File: config.mk
export PLATFORM = sky130hd
export DESIGN_NAME = isq_age_scheduler_flat
export DESIGN_NICKNAME = d
export VERILOG_FILES = /design/src/rtl/isq_age_scheduler_if.sv /design/src/rtl/isq_age_scheduler.sv /design/src/flat_wrapper.sv
export SDC_FILE = /design/constraint.sdc
export NUM_CORES = 1
export LEC_CHECK = 0
export ABC_AREA = 1
export CAP_MARGIN = 20
export CORE_AREA = 3 3 137 139
export DETAILED_ROUTE_END_ITERATION = 6
export DIE_AREA = 0 0 140 142
export SLEW_MARGIN = 10
export SYNTH_ARGS = -nofsm -noshare
export SYNTH_HDL_FRONTEND = slang
export SYNTH_SLANG_ARGS = --single-unit
File: constraint.sdc
create_clock -name clk -period 3.3 [get_ports clk]
set_input_delay 0.495 -clock clk [delete_from_list [all_inputs] [get_ports clk]]
set_output_delay 0.495 -clock clk [all_outputs]
set_load 0.02 [all_outputs]
File: src/rtl/isq_age_scheduler_if.sv
// rtl/isq_age_scheduler_if.sv - issue-queue side bundle for the age-matrix scheduler
interface isq_age_scheduler_if #(
  parameter int ENTRIES     = 8,
  parameter int ISSUE_WIDTH = 2
);
  localparam int IDX_W = $clog2(ENTRIES);

  logic                                  flush;
  logic [ISSUE_WIDTH-1:0]                alloc_en;
  logic [ISSUE_WIDTH-1:0][IDX_W-1:0]     alloc_idx;
  logic [ENTRIES-1:0]                    ready;
  logic [ISSUE_WIDTH-1:0]                port_stall;
  logic [ISSUE_WIDTH-1:0]                grant_valid;
  logic [ISSUE_WIDTH-1:0][IDX_W-1:0]     grant_idx;
  logic [ENTRIES-1:0]                    occupied;
  logic [IDX_W:0]                        free_count;
  logic                                  full;
  logic                                  alloc_err;

  modport master (
    output flush, alloc_en, alloc_idx, ready, port_stall,
    input  grant_valid, grant_idx, occupied, free_count, full, alloc_err
  );

  modport slave (
    input  flush, alloc_en, alloc_idx, ready, port_stall,
    output grant_valid, grant_idx, occupied, free_count, full, alloc_err
  );
endinterface

File: src/rtl/isq_age_scheduler.sv
// rtl/isq_age_scheduler.sv - oldest-first select of ready issue-queue entries onto ALU ports
module isq_age_scheduler #(
  parameter int ENTRIES     = 8,
  parameter int ISSUE_WIDTH = 2
) (
  input  logic                 clk,
  input  logic                 rst,
  isq_age_scheduler_if.slave   bus
);
  localparam int IDX_W = $clog2(ENTRIES);

  logic [ENTRIES-1:0]                occ_q, occ_d;
  logic [ENTRIES-1:0][ENTRIES-1:0]   older_q, older_d;
  logic                              err_q, err_d;

  logic [ISSUE_WIDTH-1:0]            gv;
  logic [ISSUE_WIDTH-1:0][IDX_W-1:0] gi;
  logic [ENTRIES-1:0]                grant_mask;
  logic [ENTRIES-1:0]                sel_remaining;
  logic                              sel_found;
  logic                              sel_blocked;
  logic [IDX_W:0]                    free_cnt;

  // Each free port takes the oldest remaining candidate, then removes it from the pool.
  always_comb begin
    gv            = '0;
    gi            = '0;
    grant_mask    = '0;
    sel_found     = 1'b0;
    sel_blocked   = 1'b0;
    sel_remaining = bus.ready & occ_q;
    for (int p = 0; p < ISSUE_WIDTH; p++) begin
      if (!bus.flush && !bus.port_stall[p]) begin
        sel_found = 1'b0;
        for (int i = 0; i < ENTRIES; i++) begin
          if (!sel_found && sel_remaining[i]) begin
            sel_blocked = 1'b0;
            for (int j = 0; j < ENTRIES; j++) begin
              if (j != i && sel_remaining[j] && older_q[j][i]) sel_blocked = 1'b1;
            end
            if (!sel_blocked) begin
              sel_found = 1'b1;
              gv[p]     = 1'b1;
              gi[p]     = IDX_W'(i);
            end
          end
        end
        if (sel_found) begin
          sel_remaining[gi[p]] = 1'b0;
          grant_mask[gi[p]]    = 1'b1;
        end
      end
    end
  end

  always_comb begin
    occ_d   = occ_q;
    older_d = older_q;
    err_d   = err_q;
    if (bus.flush) begin
      occ_d = '0;
    end else begin
      occ_d = occ_q & ~grant_mask;
      for (int k = 0; k < ISSUE_WIDTH; k++) begin
        if (bus.alloc_en[k]) begin
          if (occ_q[bus.alloc_idx[k]] && !grant_mask[bus.alloc_idx[k]]) err_d = 1'b1;
          for (int m = k + 1; m < ISSUE_WIDTH; m++) begin
            if (bus.alloc_en[m] && bus.alloc_idx[m] == bus.alloc_idx[k]) err_d = 1'b1;
          end
        end
      end
      // Lanes are applied in order so an earlier lane's entry counts as older for later lanes.
      for (int k = 0; k < ISSUE_WIDTH; k++) begin
        if (bus.alloc_en[k]) begin
          for (int j = 0; j < ENTRIES; j++) older_d[j][bus.alloc_idx[k]] = occ_d[j];
          older_d[bus.alloc_idx[k]] = '0;
          occ_d[bus.alloc_idx[k]]   = 1'b1;
        end
      end
    end
  end

  always_ff @(posedge clk or posedge rst) begin
    if (rst) begin
      occ_q   <= '0;
      older_q <= '0;
      err_q   <= 1'b0;
    end else begin
      occ_q   <= occ_d;
      older_q <= older_d;
      err_q   <= err_d;
    end
  end

  always_comb begin
    free_cnt = (IDX_W+1)'(ENTRIES);
    for (int i = 0; i < ENTRIES; i++) free_cnt = free_cnt - (IDX_W+1)'(occ_q[i]);
  end

  assign bus.grant_valid = gv;
  assign bus.grant_idx   = gi;
  assign bus.occupied    = occ_q;
  assign bus.free_count  = free_cnt;
  assign bus.full        = free_cnt < (IDX_W+1)'(ISSUE_WIDTH);
  assign bus.alloc_err   = err_q;
endmodule

File: src/flat_wrapper.sv
// flat-port wrapper written by rule: the top's interface ports become plain ports
module isq_age_scheduler_flat 
#(
  parameter int ENTRIES     = 8,
  parameter int ISSUE_WIDTH = 2
)
  (clk, rst, bus_flush, bus_alloc_en, bus_alloc_idx, bus_ready, bus_port_stall, bus_grant_valid, bus_grant_idx, bus_occupied, bus_free_count, bus_full, bus_alloc_err);
  isq_age_scheduler_if #(.ENTRIES(ENTRIES), .ISSUE_WIDTH(ISSUE_WIDTH)) bus_i ();
  input  logic clk;
  input  logic rst;
  input wire logic [$bits(bus_i.flush)-1:0] bus_flush;
  input wire logic [$bits(bus_i.alloc_en)-1:0] bus_alloc_en;
  input wire logic [$bits(bus_i.alloc_idx)-1:0] bus_alloc_idx;
  input wire logic [$bits(bus_i.ready)-1:0] bus_ready;
  input wire logic [$bits(bus_i.port_stall)-1:0] bus_port_stall;
  output wire logic [$bits(bus_i.grant_valid)-1:0] bus_grant_valid;
  output wire logic [$bits(bus_i.grant_idx)-1:0] bus_grant_idx;
  output wire logic [$bits(bus_i.occupied)-1:0] bus_occupied;
  output wire logic [$bits(bus_i.free_count)-1:0] bus_free_count;
  output wire logic [$bits(bus_i.full)-1:0] bus_full;
  output wire logic [$bits(bus_i.alloc_err)-1:0] bus_alloc_err;
  assign bus_i.flush = bus_flush;
  assign bus_i.alloc_en = bus_alloc_en;
  assign bus_i.alloc_idx = bus_alloc_idx;
  assign bus_i.ready = bus_ready;
  assign bus_i.port_stall = bus_port_stall;
  assign bus_grant_valid = bus_i.grant_valid;
  assign bus_grant_idx = bus_i.grant_idx;
  assign bus_occupied = bus_i.occupied;
  assign bus_free_count = bus_i.free_count;
  assign bus_full = bus_i.full;
  assign bus_alloc_err = bus_i.alloc_err;
  isq_age_scheduler #(.ENTRIES(ENTRIES), .ISSUE_WIDTH(ISSUE_WIDTH)) u_core (.clk(clk), .rst(rst), .bus(bus_i));
endmodule
# Word level (Yosys, flattened, before mapping)
# Cells that the tools add are included.
[word_totals] reg_bits=73 elab_cells=507
[classes] add_sub_neg=8 order_cmp=9 n_eq_ne=1 muxes=313 bitwise_logic=12 reduce_logical=154
[op_table] op="1-bit two-way mux" count=241
[op_table] op="64-bit two-way mux" count=3
[op_table] op="1-bit logical AND" count=135
[op_table] op="64-bit bitwise AND" count=2
[op_table] op="8-bit bitwise mux" count=16
[op_table] op="64-bit NOT" count=2
[op_table] op="8-bit two-way mux" count=12
[op_table] op="3-bit two-way mux" count=31
[op_table] op="8-bit demux with 3-bit select" count=2
[op_table] op="4-bit by 1-bit subtractor with 4-bit output" count=7
[op_table] op="8-bit bitwise AND" count=3
[op_table] op="8-bit bitwise OR" count=3
[op_table] op="1-bit logical NOT" count=19
[op_table] op="3-bit by 4-bit less-than comparator with 1-bit output (second input constant)" count=4
[op_table] op="8-bit NOT" count=2
[op_table] op="1-bit binary-select mux with 3-bit select" count=4
[op_table] op="1-bit demux with 3-bit select" count=4
[op_table] op="3-bit by 1-bit >= comparator with 1-bit output (second input constant)" count=4
[op_table] op="4-bit by 2-bit less-than comparator with 1-bit output (second input constant)" count=1
[op_table] op="4-bit by 1-bit subtractor with 4-bit output (first input constant)" count=1
[op_table] op="3-bit == test" count=1

# Depth between registers and ports, before layout
# Gate-level depths: netlist of the first run.
[depth] ltp_word=149 mapped_depth=29

# Least setup slack after synthesis of the first run
# No wires, ideal clock.
[synth_timing] kind="register -> output" startpoint="reg u_core.occ_q[0], in the netlist u_core.bus.occupied[0]" endpoint="out bus_full" t_arrival_ps=3003 required_ps=2805 slack_ps=-198 path_stages_with_launch=7 path_buffers=0 cell_sequence="dfrtp_1 inv_1 fa_1 ha_1 fa_1 fa_1 a21boi_0"
[synth_via] elab_chain_len=9
[synth_lines] item="start, declared" line_no="isq_age_scheduler.sv:12" text="logic [ENTRIES-1:0] occ_q, occ_d;"
[synth_lines] item="start signal, assigned" line_no="isq_age_scheduler.sv:85" text="occ_q <= '0;"
[synth_lines] item="start signal, assigned" line_no="isq_age_scheduler.sv:89" text="occ_q <= occ_d;"
[synth_lines] item="4-bit by 1-bit subtractor with 4-bit output (8 in series)" line_no="isq_age_scheduler.sv:97" text="for (int i = 0; i < ENTRIES; i++) free_cnt = free_cnt - (IDX_W+1)'(occ_q[i]);"
[synth_lines] item="via bus_free_count[1]" line_no="flat_wrapper.sv:19" text="output wire logic [$bits(bus_i.free_count)-1:0] bus_free_count;"
[synth_lines] item="4-bit by 2-bit less-than comparator with 1-bit output" line_no="isq_age_scheduler.sv:104" text="assign bus.full = free_cnt < (IDX_W+1)'(ISSUE_WIDTH);"
[synth_lines] item="end, declared" line_no="flat_wrapper.sv:20" text="output wire logic [$bits(bus_i.full)-1:0] bus_full;"
# The timed path passes the listed nets, and every way through them passes these cells.

# Worst setup path after layout of the first run
[layout_timing] startpoint="reg u_core.occ_q[5], in the netlist u_core.bus.occupied[5]" endpoint="out bus_full"
[layout_via] elab_chain_len=4
[layout_lines] item="4-bit by 1-bit subtractor with 4-bit output (3 in series)" line_no="isq_age_scheduler.sv:97"
[layout_lines] item="4-bit by 2-bit less-than comparator with 1-bit output" line_no="isq_age_scheduler.sv:104"
# Every way passes these cells.

==> results.tsv, run 1 <==
stage	metric	value	unit
layout	final_cells	1506	
logic_synthesis	syn-instance-count	987	
placement	port_buffers	42	
worst_setup_path	crit_family	adder cells	
clock_tree	cts_tree	yes	
clock_tree	cts_buffer_depth	2	
timing	tightest_slew	0.657	ns
detailed_routing	firstDrtPassIters	6	
floorplanning	start_util	0.348	
global_route	antenna_found_initial	0	
logic_synthesis	synth_top_area_frac	0.263	
logic_synthesis	ys_ff_latch	65	
placement	dp_hpwl	25400	um
clock_tree	cts_made_buffers	9	
logic_synthesis	ys_types	53	
clock_tree	clk_latency	0.35	ns
detailed_routing	totalWireLength	33600	um
placement	post-place-cells	1433	
min_path	hp-class	flip-flop to flip-flop	
outcome	outcome	finished, violations left	
pwr	power	3830	uW
logic_synthesis	avgSynthCellArea	6.26	um2
detailed_routing	wl_per_cell	22.3	um
logic_synthesis	yosys.area.top_type	dfrtp_1	
worst_setup_path	cp_slowest_stage_delay	0.55	ns
global_route	grt_pass1_vias	8163	
floorplanning	io_pins	43	
detailed_routing	num_vias	8645	
layout	layout-drive-gt1-share	0.417	
outcome	violations	negative setup slack	
global_route	grt.overflow.total	0	
detailed_routing	via_per_inst	5.74	
floorplanning	die_h	142	um
layout	final_util	0.574	
timing	fmaxAchievable	281	MHz
timing	layout_setup_ws	-0.256	ns
pwr	peakVddDrop	0.264	mV
timing	setup_viol	44	
layout	finalNetCount	1303	
worst_setup_path	cp-start-kind	flip-flop	
timing	report.final.slew_viol_count	0	
detailed_routing	drtIter0Drc	1001	
logic_synthesis	synth_area_leaders	dfrtp_1 (26%), nand2_1 (12%), inv_1 (8.9%), o21ai_0 (8.7%), a21oi_1 (6.5%)	
detailed_routing	final_antenna_net_count	0	
worst_setup_path	critical_path.max_fanout	7	
worst_setup_path	path_class	flip-flop to output pin	
pwr	power_density	376	nW/um2
clock_tree	clockRootBuffer	clkbuf_16	
floorplanning	core_area	17800	um2
floorplanning	die_area	19900	um2
global_route	track_usage	0.329	
clock_tree	cts.clk_slew.worst_paths	0.06	ns
flow_run	max-cap-violations	0	
timing	final_hold_viol_count	0	
floorplanning	row_count	49	
layout	syn_to_final_growth	65.0	%
logic_synthesis	yosysSeqAreaShare	0.263	
clock_tree	htree_levels	3	
pwr	leakagePower	0.00477	uW
logic_synthesis	syn_nets	1018	
worst_setup_path	endpoint_kind	output pin	
clock_tree	cts.sinks	65	
global_route	grt_pass1_wl	49300	um
worst_setup_path	critPathSlowestCell	fa_1	
worst_setup_path	required	2.80	ns
global_route	grt_max_degree	45	
timing	finalCritPeriodShare	1.08	
worst_setup_path	worstPathCellList	buf_4 -> inv_2 -> fa_1 -> ha_2 -> fa_1 -> fa_2 -> inv_1 -> buf_4 -> ha_1 -> a21boi_2 -> buf_6	
logic_synthesis	synthesis.area	6180	um2
layout	n_antenna_cell	0	
placement	place_area	8310	um2
worst_setup_path	worstPathArrival	3.06	ns
layout	stdcell_area	10200	um2
worst_setup_path	critPathBufInv	5	
floorplanning	die_x	140	um
placement	globalplace.congestion	1.04	
timing	fin_skew	0.0113	ns
detailed_routing	drcViolationCount	0	
timing	slew_headroom	0.561	
logic_synthesis	yosys_warnings	0	
timing	rsz0062_at_grt	true	
timing	period_needed	3.56	ns
where the power goes:
group	switching (uW)	total, uW	internal, uW
combinational	888	1540	654
sequential	147	1070	921
clock	407	1220	815
total	1440	3830	2390
kinds of logic (layout without fill, tap and decap cells):
group                    count (synthesis)  in the layout  share of synthesized area
flip-flops                              65             65                      0.263
adder cells (fa/ha/maj)                 10             10                     0.0251
buffers and inverters                  186            476                      0.114
AND/OR/NAND/NOR                        422            422                      0.307
AO/OA/AOI/OAI                          303            303                      0.289
XOR/XNOR                                 1              1                    0.00142
worst paths after layout:
| path | from | endpoint | slack, ns | cells past startpoint |
|---|---|---|---|---|
| max reg2reg | u_core.bus.occupied[5] | u_core.older_q[2] | -0.23 | 24 |
| max in group asynchronous | rst | u_core.bus.occupied[0] | 2.06 | 3 |
| max | u_core.bus.occupied[5] | bus_full | -0.26 | 11 |
| min | u_core.bus.alloc_err | u_core.bus.alloc_err | 0.45 | 2 |
| min reg2reg | u_core.bus.alloc_err | u_core.bus.alloc_err | 0.45 | 2 |
| min in group asynchronous | rst | u_core.older_q[14] | 0.55 | 2 |
sequential cells by signal, summed over array words and instances (netlist names):
name / flops
u_core.older_q: 56
u_core.bus.occupied: 8
u_core.bus.alloc_err: 1
layout by cell type, fill, tap and decap left out, drive strengths merged, types with 2 or more instances in the layout:
cell and instances:
nand2 218, nor2 101, fa 4, nand3 71, o21bai 2, nor3 6
clkdlybuf4s50 22, inv 155, clkinv 6, o211ai 21, o221ai 6, a221oi 14
a31oi 4, a21boi 2, ha 6, a41oi 3, or2 3, dfrtp 65
bufinv 4, nand3b 3, o2111ai 3, o21ai 121, o41ai 2, nand4 17
o22ai 40, dlygate4sd2 4, clkdlybuf4s15 6, clkinvlp 3, clkbuf 10, a21oi 80
buf 265
metal layers:
layer | GRT usage | share of wire
met1 | 0.437 | 0.40
met2 | 0.517 | 0.44
met3 | 0.0706 | 0.10
met4 | 0.149 | 0.055
met5 | 0 | 0
per-stage QoR:
stage	setup WS (ns)	setup TNS, ns	hold WS, ns
floorplan	0.0532	0	0.471
detailed placement	-1.15	-66.24	0.450
global placement	-1.15	-67.27	0.443
finish	-0.256	-3.50	0.450
global route	-0.361	-11.85	0.509
CTS	-0.199	-2.04	0.465
worst reg2reg max path, stage by stage, from the launching register on:
cell and delay, ns:
dfrtp_2 0.47, buf_6 0.14, nand2_4 0.06, inv_4 0.09, o21ai_2 0.05, inv_1 0.07
nand4_1 0.23, nand3_4 0.19, nor2_4 0.05, nand3_4 0.11, buf_6 0.16, nand3_4 0.07
nand4_1 0.15, nand2_2 0.10, nor2_4 0.14, nand4_1 0.13, buf_4 0.17, nand3_2 0.09
o21ai_4 0.10, nor2_4 0.26, clkinv_4 0.15, buf_4 0.15, a21oi_1 0.22, o21bai_4 0.08
nand2_1 0.06
cell type report:
type	count	area, um2
clock buffers	9	225
inverters	161	629
flip-flops and latches	65	1640
fillers	1680	7580
repair buffers	299	2460
clock inverters	7	143
multi-input cells	736	4820
well taps	229	287
synthesized netlist by cell type (all sizes together):
master and count:
dfrtp 65, o22ai 40, a21boi 2, inv 155
a2111oi 1, xnor2 1, ha 6, o41ai 2
a32o 1, nand3 71, clkinv 6, o21ai 121
nor3 6, and3 1, o221ai 6, o211ai 21
a21o 1, o21bai 2, buf 2, nand3b 3
a41oi 3, nand2 218, or3 1, or2 3
clkbuf 23, fa 4, o211a 1, a22oi 1
a31oi 4, a221oi 14, nor2 101, nand4 17
nor4 1, a21oi 80, o2111ai 3
repair_timing:
action	in CTS	in global routing
hold buffers	0	0
endpoints found under the setup margin	77	73
pin swaps	53	92
resized for setup	206	184
setup buffers	40	21
Power figures use the tool's default switching activity.
==> inputs of run 2 (changes only) <==
--- a/config.mk
+++ b/config.mk
@@ -6,6 +6,7 @@
 export NUM_CORES = 1
 export LEC_CHECK = 0
 export ABC_AREA = 1
+export ABC_CLOCK_PERIOD_IN_PS = 3300
 export CAP_MARGIN = 20
 export CORE_AREA = 3 3 137 139
 export DETAILED_ROUTE_END_ITERATION = 6
==> results of run 2 <==
Final layout, timing and power as in run 1 (identical DEF).
